===== src/rtl/bsg_manycore_sdr_reset_pkg.sv =====
// Shared types for the north-row SDR link reset sequencer: state encoding,
// reset output vector, and the state-to-reset-level lookup.
package bsg_manycore_sdr_reset_pkg;

    typedef enum logic [2:0] {
        ASSERT_ALL  = 3'd0,
        REL_UP      = 3'd1,
        REL_DOWN    = 3'd2,
        REL_TOKEN   = 3'd3,
        REL_DSTREAM = 3'd4,
        REL_CORE    = 3'd5,
        DONE        = 3'd6
    } bsg_sdr_reset_state_e;

    typedef struct packed {
        logic core;
        logic uplink;
        logic downlink;
        logic downstream;
        logic token;
    } bsg_sdr_reset_vec_s;

    // Unknown encodings fall back to everything held in reset.
    function automatic bsg_sdr_reset_vec_s state_to_vec(input bsg_sdr_reset_state_e s);
        bsg_sdr_reset_vec_s v;
        case (s)
            ASSERT_ALL:  v = 5'b11111;
            REL_UP:      v = 5'b10111;
            REL_DOWN:    v = 5'b10011;
            REL_TOKEN:   v = 5'b10010;
            REL_DSTREAM: v = 5'b10000;
            REL_CORE:    v = 5'b00000;
            DONE:        v = 5'b00000;
            default:     v = 5'b11111;
        endcase
        return v;
    endfunction

endpackage


===== src/rtl/bsg_sdr_reset_dwell_counter.sv =====
// Dwell counter for the SDR row reset sequencer: load, decrement, zero flag.
// BSG_SDR_RESET_SEQ_CHAIN_MARGIN_EN adds num_tiles_x_p to every loaded dwell.
module bsg_sdr_reset_dwell_counter #(
    parameter int unsigned step_width_p  = 16,
    parameter int unsigned num_tiles_x_p = 16
) (
    input  logic                    clk,
    input  logic                    rst_n,
    input  logic                    i_load,
    input  logic                    i_load_zero,
    input  logic                    i_dec,
    input  logic [step_width_p-1:0] i_dwell,
    output logic                    o_zero_c
);

    // Headroom bits keep D + num_tiles_x_p - 1 representable at max D.
    localparam int unsigned CNT_W = step_width_p + $clog2(num_tiles_x_p + 1);

    logic [CNT_W-1:0] r_cnt;
    logic [CNT_W-1:0] w_load_val;

    always_comb begin
        w_load_val = CNT_W'(i_dwell) - CNT_W'(1);
`ifdef BSG_SDR_RESET_SEQ_CHAIN_MARGIN_EN
        w_load_val = w_load_val + CNT_W'(num_tiles_x_p);
`endif
        if (i_load_zero) begin
            w_load_val = '0;
        end
    end

    always_ff @(posedge clk or negedge rst_n) begin
        if (!rst_n) begin
            r_cnt <= '0;
        end else if (i_load) begin
            r_cnt <= w_load_val;
        end else if (i_dec && (r_cnt != '0)) begin
            r_cnt <= r_cnt - CNT_W'(1);
        end
    end

    assign o_zero_c = (r_cnt == '0);

endmodule


===== src/rtl/bsg_manycore_sdr_row_reset_sequencer.sv =====
// Steps one north-row SDR link chain through its reset release order with a
// latched per-step dwell. Optional: BSG_SDR_RESET_SEQ_CHAIN_MARGIN_EN.
module bsg_manycore_sdr_row_reset_sequencer
    import bsg_manycore_sdr_reset_pkg::*;
#(
    parameter int unsigned num_tiles_x_p = 16,
    parameter int unsigned step_width_p  = 16,
    parameter bit          auto_start_p  = 1'b1
) (
    input  logic                    core_clk_i,
    input  logic                    core_reset_n_i,
    input  logic                    start_i,
    input  logic [step_width_p-1:0] step_cycles_i,
    output logic                    core_reset_o,
    output logic                    async_uplink_reset_o,
    output logic                    async_downlink_reset_o,
    output logic                    async_downstream_reset_o,
    output logic                    async_token_reset_o,
    output logic                    busy_o,
    output logic                    done_o
);

    bsg_sdr_reset_state_e    r_state, w_state_nxt;
    logic                    r_armed, w_armed_nxt;
    logic [step_width_p-1:0] r_dwell, w_dwell_nxt;
    bsg_sdr_reset_vec_s      r_vec;
    logic                    r_busy;
    logic                    r_done;

    logic                    w_load;
    logic                    w_load_zero;
    logic                    w_dec;
    logic                    w_zero;
    logic [step_width_p-1:0] w_dwell_sel;
    logic [step_width_p-1:0] w_dwell_new;

    assign w_dwell_new = (step_cycles_i == '0) ? step_width_p'(1) : step_cycles_i;

    bsg_sdr_reset_dwell_counter #(
        .step_width_p  (step_width_p),
        .num_tiles_x_p (num_tiles_x_p)
    ) u_dwell (
        .clk         (core_clk_i),
        .rst_n       (core_reset_n_i),
        .i_load      (w_load),
        .i_load_zero (w_load_zero),
        .i_dec       (w_dec),
        .i_dwell     (w_dwell_sel),
        .o_zero_c    (w_zero)
    );

    always_ff @(posedge core_clk_i or negedge core_reset_n_i) begin
        if (!core_reset_n_i) begin
            r_state <= ASSERT_ALL;
            r_armed <= 1'b0;
            r_dwell <= step_width_p'(1);
            r_vec   <= 5'b11111;
            r_busy  <= 1'b1;
            r_done  <= 1'b0;
        end else begin
            r_state <= w_state_nxt;
            r_armed <= w_armed_nxt;
            r_dwell <= w_dwell_nxt;
            r_vec   <= state_to_vec(w_state_nxt);
            r_busy  <= (w_state_nxt != DONE);
            r_done  <= (w_state_nxt == DONE) && (r_state != DONE);
        end
    end

    // r_armed is clear only while ASSERT_ALL waits for its first start.
    always_comb begin
        w_state_nxt = r_state;
        w_armed_nxt = r_armed;
        w_dwell_nxt = r_dwell;
        w_dwell_sel = r_dwell;
        w_load      = 1'b0;
        w_load_zero = 1'b0;
        w_dec       = 1'b0;
        case (r_state)
            ASSERT_ALL: begin
                if (!r_armed) begin
                    if (auto_start_p || start_i) begin
                        w_armed_nxt = 1'b1;
                        w_dwell_nxt = w_dwell_new;
                        w_dwell_sel = w_dwell_new;
                        w_load      = 1'b1;
                    end
                end else if (w_zero) begin
                    w_state_nxt = REL_UP;
                    w_load      = 1'b1;
                end else begin
                    w_dec = 1'b1;
                end
            end
            REL_UP: begin
                if (w_zero) begin
                    w_state_nxt = REL_DOWN;
                    w_load      = 1'b1;
                end else begin
                    w_dec = 1'b1;
                end
            end
            REL_DOWN: begin
                if (w_zero) begin
                    w_state_nxt = REL_TOKEN;
                    w_load      = 1'b1;
                end else begin
                    w_dec = 1'b1;
                end
            end
            REL_TOKEN: begin
                if (w_zero) begin
                    w_state_nxt = REL_DSTREAM;
                    w_load      = 1'b1;
                end else begin
                    w_dec = 1'b1;
                end
            end
            REL_DSTREAM: begin
                if (w_zero) begin
                    w_state_nxt = REL_CORE;
                    w_load      = 1'b1;
                    w_load_zero = 1'b1;
                end else begin
                    w_dec = 1'b1;
                end
            end
            REL_CORE: begin
                if (w_zero) begin
                    w_state_nxt = DONE;
                end else begin
                    w_dec = 1'b1;
                end
            end
            DONE: begin
                if (start_i) begin
                    w_state_nxt = ASSERT_ALL;
                    w_dwell_nxt = w_dwell_new;
                    w_dwell_sel = w_dwell_new;
                    w_load      = 1'b1;
                end
            end
            default: begin
                w_state_nxt = ASSERT_ALL;
                w_armed_nxt = 1'b0;
            end
        endcase
    end

    assign core_reset_o             = r_vec.core;
    assign async_uplink_reset_o     = r_vec.uplink;
    assign async_downlink_reset_o   = r_vec.downlink;
    assign async_downstream_reset_o = r_vec.downstream;
    assign async_token_reset_o      = r_vec.token;
    assign busy_o                   = r_busy;
    assign done_o                   = r_done;

endmodule


===== config.mk =====
export PLATFORM = sky130hd
export DESIGN_NAME = bsg_manycore_sdr_row_reset_sequencer
export DESIGN_NICKNAME = d
export VERILOG_FILES = /design/src/rtl/bsg_manycore_sdr_reset_pkg.sv /design/src/rtl/bsg_sdr_reset_dwell_counter.sv /design/src/rtl/bsg_manycore_sdr_row_reset_sequencer.sv
export SDC_FILE = /design/constraint.sdc
export NUM_CORES = 1
export LEC_CHECK = 0
export ABC_AREA = 1
export CORE_ASPECT_RATIO = 1.25
export CORE_MARGIN = 8
export CORE_UTILIZATION = 55
export DETAILED_ROUTE_END_ITERATION = 16
export PLACE_DENSITY = 0.79
export SLEW_MARGIN = 20
export SYNTH_ARGS = -nofsm -noshare
export SYNTH_HDL_FRONTEND = slang
export SYNTH_SLANG_ARGS = --single-unit

===== constraint.sdc =====
create_clock -name core_clk_i -period 2.9 [get_ports core_clk_i]
set_input_delay 0.725 -clock core_clk_i [delete_from_list [all_inputs] [get_ports core_clk_i]]
set_output_delay 0.725 -clock core_clk_i [all_outputs]
set_load 0.02 [all_outputs]

==> results.tsv <==
metric	value	unit
grt_first_pass_wirelength	15400	µm
ant_nets	0	
crit_required	3130	ps
synthMuxAreaShare	0	
seq_area_frac_synth	0.331	
finalWirelength	9040	µm
synth_flop_cell	dfrtp_1	
synth_area_per_cell	6.83	µm²
status	finished, final reports clean	
grt_pass1_vias	3459	
gp_congestion	0.897	
yosys_warnings	0	
grt_setup_unrepaired	no	
synth_nets	556	
yosys.area_share.simple	0.464	
cp_max_fo	8	
largest_reg_flops	21	
path_clk_slew	90	ps
synth-seq-cells	48	
layout.area.seq	0.00121	mm²
synthDistinctLibCells	40	
cts_buffer_depth	2	
synth_edf_count	0	
critical_path.startpoint_type	primary input	
tightestPinTransition	614	ps
cts_root_buf	clkbuf_8	
layout_commonest_cell	nor2_1	
netlist_area	0.00366	mm²
vias_per_cell	5.36	
synthAdderAreaFrac	0.00684	
start_util	0.564	
die_w	88.9	µm
post_drt_wl_per_cell	13.9	µm
nNetsFinal	583	
hold_path_class	primary input to asynchronous set/reset pin	
cts-htree-levels	2	
power.leakage	0.00193	µW
die_h	107	µm
largest-register	u_dwell.r_cnt	
p_total	3370	µW
drive_gt1_frac	0.160	
dr.pass1.iters	6	
dp_hpwl	6770	µm
cts_tree	built	
grt_max_degree	49	
detail_route.iter0.violations	201	
rows	33	
r2r_cells	13	
grt_use_total	0.201	
core_area	0.00648	mm²
slew_headroom	0.591	
cts_sinks	48	
gr-total-overflow	0	
cellPowerDensity	823	mW/mm²
syn_to_final_growth	12.2	%
final-setup-viol-count	0	
critPathCaptureType	flip-flop	
hold_violations	0	
ioPinCount	26	
antenna_found_initial	0	
synth_compound_area_frac	0.0986	
numPortBuffers	25	
synth-async-reset-ratio	1.00	
utilization	0.633	
n_antenna_cell	0	
multi_input_area	0.00213	mm²
largestRegisters	u_dwell.r_cnt: 21 flops, r_dwell: 16 flops, r_state: 3 flops	
period_share	0.893	
vias	3486	
synth_xor_area_frac	0.0120	
critical_path_class	primary input to flip-flop	
synth_top_family_by_area	simple AND/OR/NAND/NOR gates	
clk-insertion-delay-late	300	ps
drv_slew	0	
skew	6.27	ps
postSynthCellCount	535	
ir_drop	0.376	mV
final_cell_mix	117 x nor2_1, 106 x nand2_1, 52 x inv_1	
n_fill_cell	622	
ff2ff_setup_slack	330	ps
cp.arrival	2820	ps
fmaxAchievable	0.386	GHz
r2r-end	u_dwell.r_cnt[2]$_DFFE_PN0P_	
reg2reg_from	u_dwell.r_cnt[0]$_DFFE_PN0P_	
drc	0	
layout_min_cycle_time	2590	ps
die_area	0.00953	mm²
cts_made_buffers	5	
maxCapViolCount	0	
## layer usage
metal  track usage  vias to the layer above  routed length, µm
li1              -                     1762                  -
met1         0.227                     1635               3880
met2         0.363                       76               4670
met3        0.0329                       13                341
met4        0.0715                        0                148
met5             0                        -                  0
## power breakdown
group / leakage [µW] / internal [µW] / switching [µW]
sequential: 0.000565 / 926 / 228
clock: 0.0000541 / 256 / 239
combinational: 0.00131 / 658 / 1070
## metrics by stage
stage	std cells	setup slack [ps]	hold WS [ps]	TNS, ps	cell area (µm²)
after floorplan	535	523	429	0	3660
after global placement	642	65.9	519	0	3990
after detailed placement	642	-1.32	529	-1.48	3990
after CTS	650	305	532	0	4100
after global routing	650	101	558	0	4100
final	650	310	498	0	4100
## critical path: stages
cell and delay (ps):
clkdlybuf4s50_1 460, buf_4 190, or2_2 290, nand3b_1 100, nand3_2 90, inv_1 70
ha_1 220, nand2_4 110, nor2_8 140, nand2_2 60, nand3b_4 190, a21oi_1 160
## cell usage after synthesis (4+ instances only)
cell | instances | area (µm²)
nor2_1 | 117 | 439
nand2_1 | 106 | 398
inv_1 | 52 | 195
nand3_1 | 43 | 215
dfrtp_1 | 41 | 1030
a21oi_1 | 40 | 200
nand3_2 | 12 | 120
o21ai_0 | 11 | 55.1
or2_2 | 11 | 68.8
buf_2 | 9 | 45.0
nand4_1 | 8 | 50.1
nor2_2 | 8 | 50.1
dfstp_2 | 7 | 184
inv_2 | 7 | 26.3
nand2_2 | 7 | 43.8
nor3_1 | 6 | 30.0
nand2_4 | 5 | 56.3
nor2_4 | 4 | 45.0
o21ai_1 | 4 | 20.0
## area by class of cell
cell class,instances,share of cell area
clock buffer,5,0.0168
clock inverter,3,0.0104
inverter,59,0.0546
multi-input combinational,413,0.519
sequential,48,0.295
tap,87,0.0265
timing repair buffer,35,0.0781
## what timing repair did
| action | 4_1_cts | 5_1_grt |
|---|---|---|
| hold buffers | 0 | 0 |
| endpoints found under the hold margin | 0 | 0 |
| endpoints found under the setup margin | 0 | 2 |
| setup buffers | 0 | 0 |
| resized for setup | 0 | 2 |
## kinds of logic (layout without fill, tap and decap cells)
kind of cell,Yosys count,in the layout
fa+ha+maj,2,2
xor+xnor,5,5
buf+inv,74,102
simple gates,340,340
flops,48,48
compound gates,66,66
## worst max path at each step
stage	depth (start not counted)	start	to	slack, ps
2_1_floorplan	13	start_i	u_dwell.r_cnt[16]$_DFFE_PN0P_	520
4_1_cts	13	u_dwell.r_cnt[0]$_DFFE_PN0P_	u_dwell.r_cnt[2]$_DFFE_PN0P_	310
3_3_place_gp	12	start_i	u_dwell.r_cnt[19]$_DFFE_PN0P_	70
5_1_grt	13	u_dwell.r_cnt[0]$_DFFE_PN0P_	u_dwell.r_cnt[19]$_DFFE_PN0P_	100
6_report	12	start_i	u_dwell.r_cnt[19]$_DFFE_PN0P_	310
3_5_place_dp	12	start_i	u_dwell.r_cnt[18]$_DFFE_PN0P_	-1
Power figures use the tool's default switching activity.
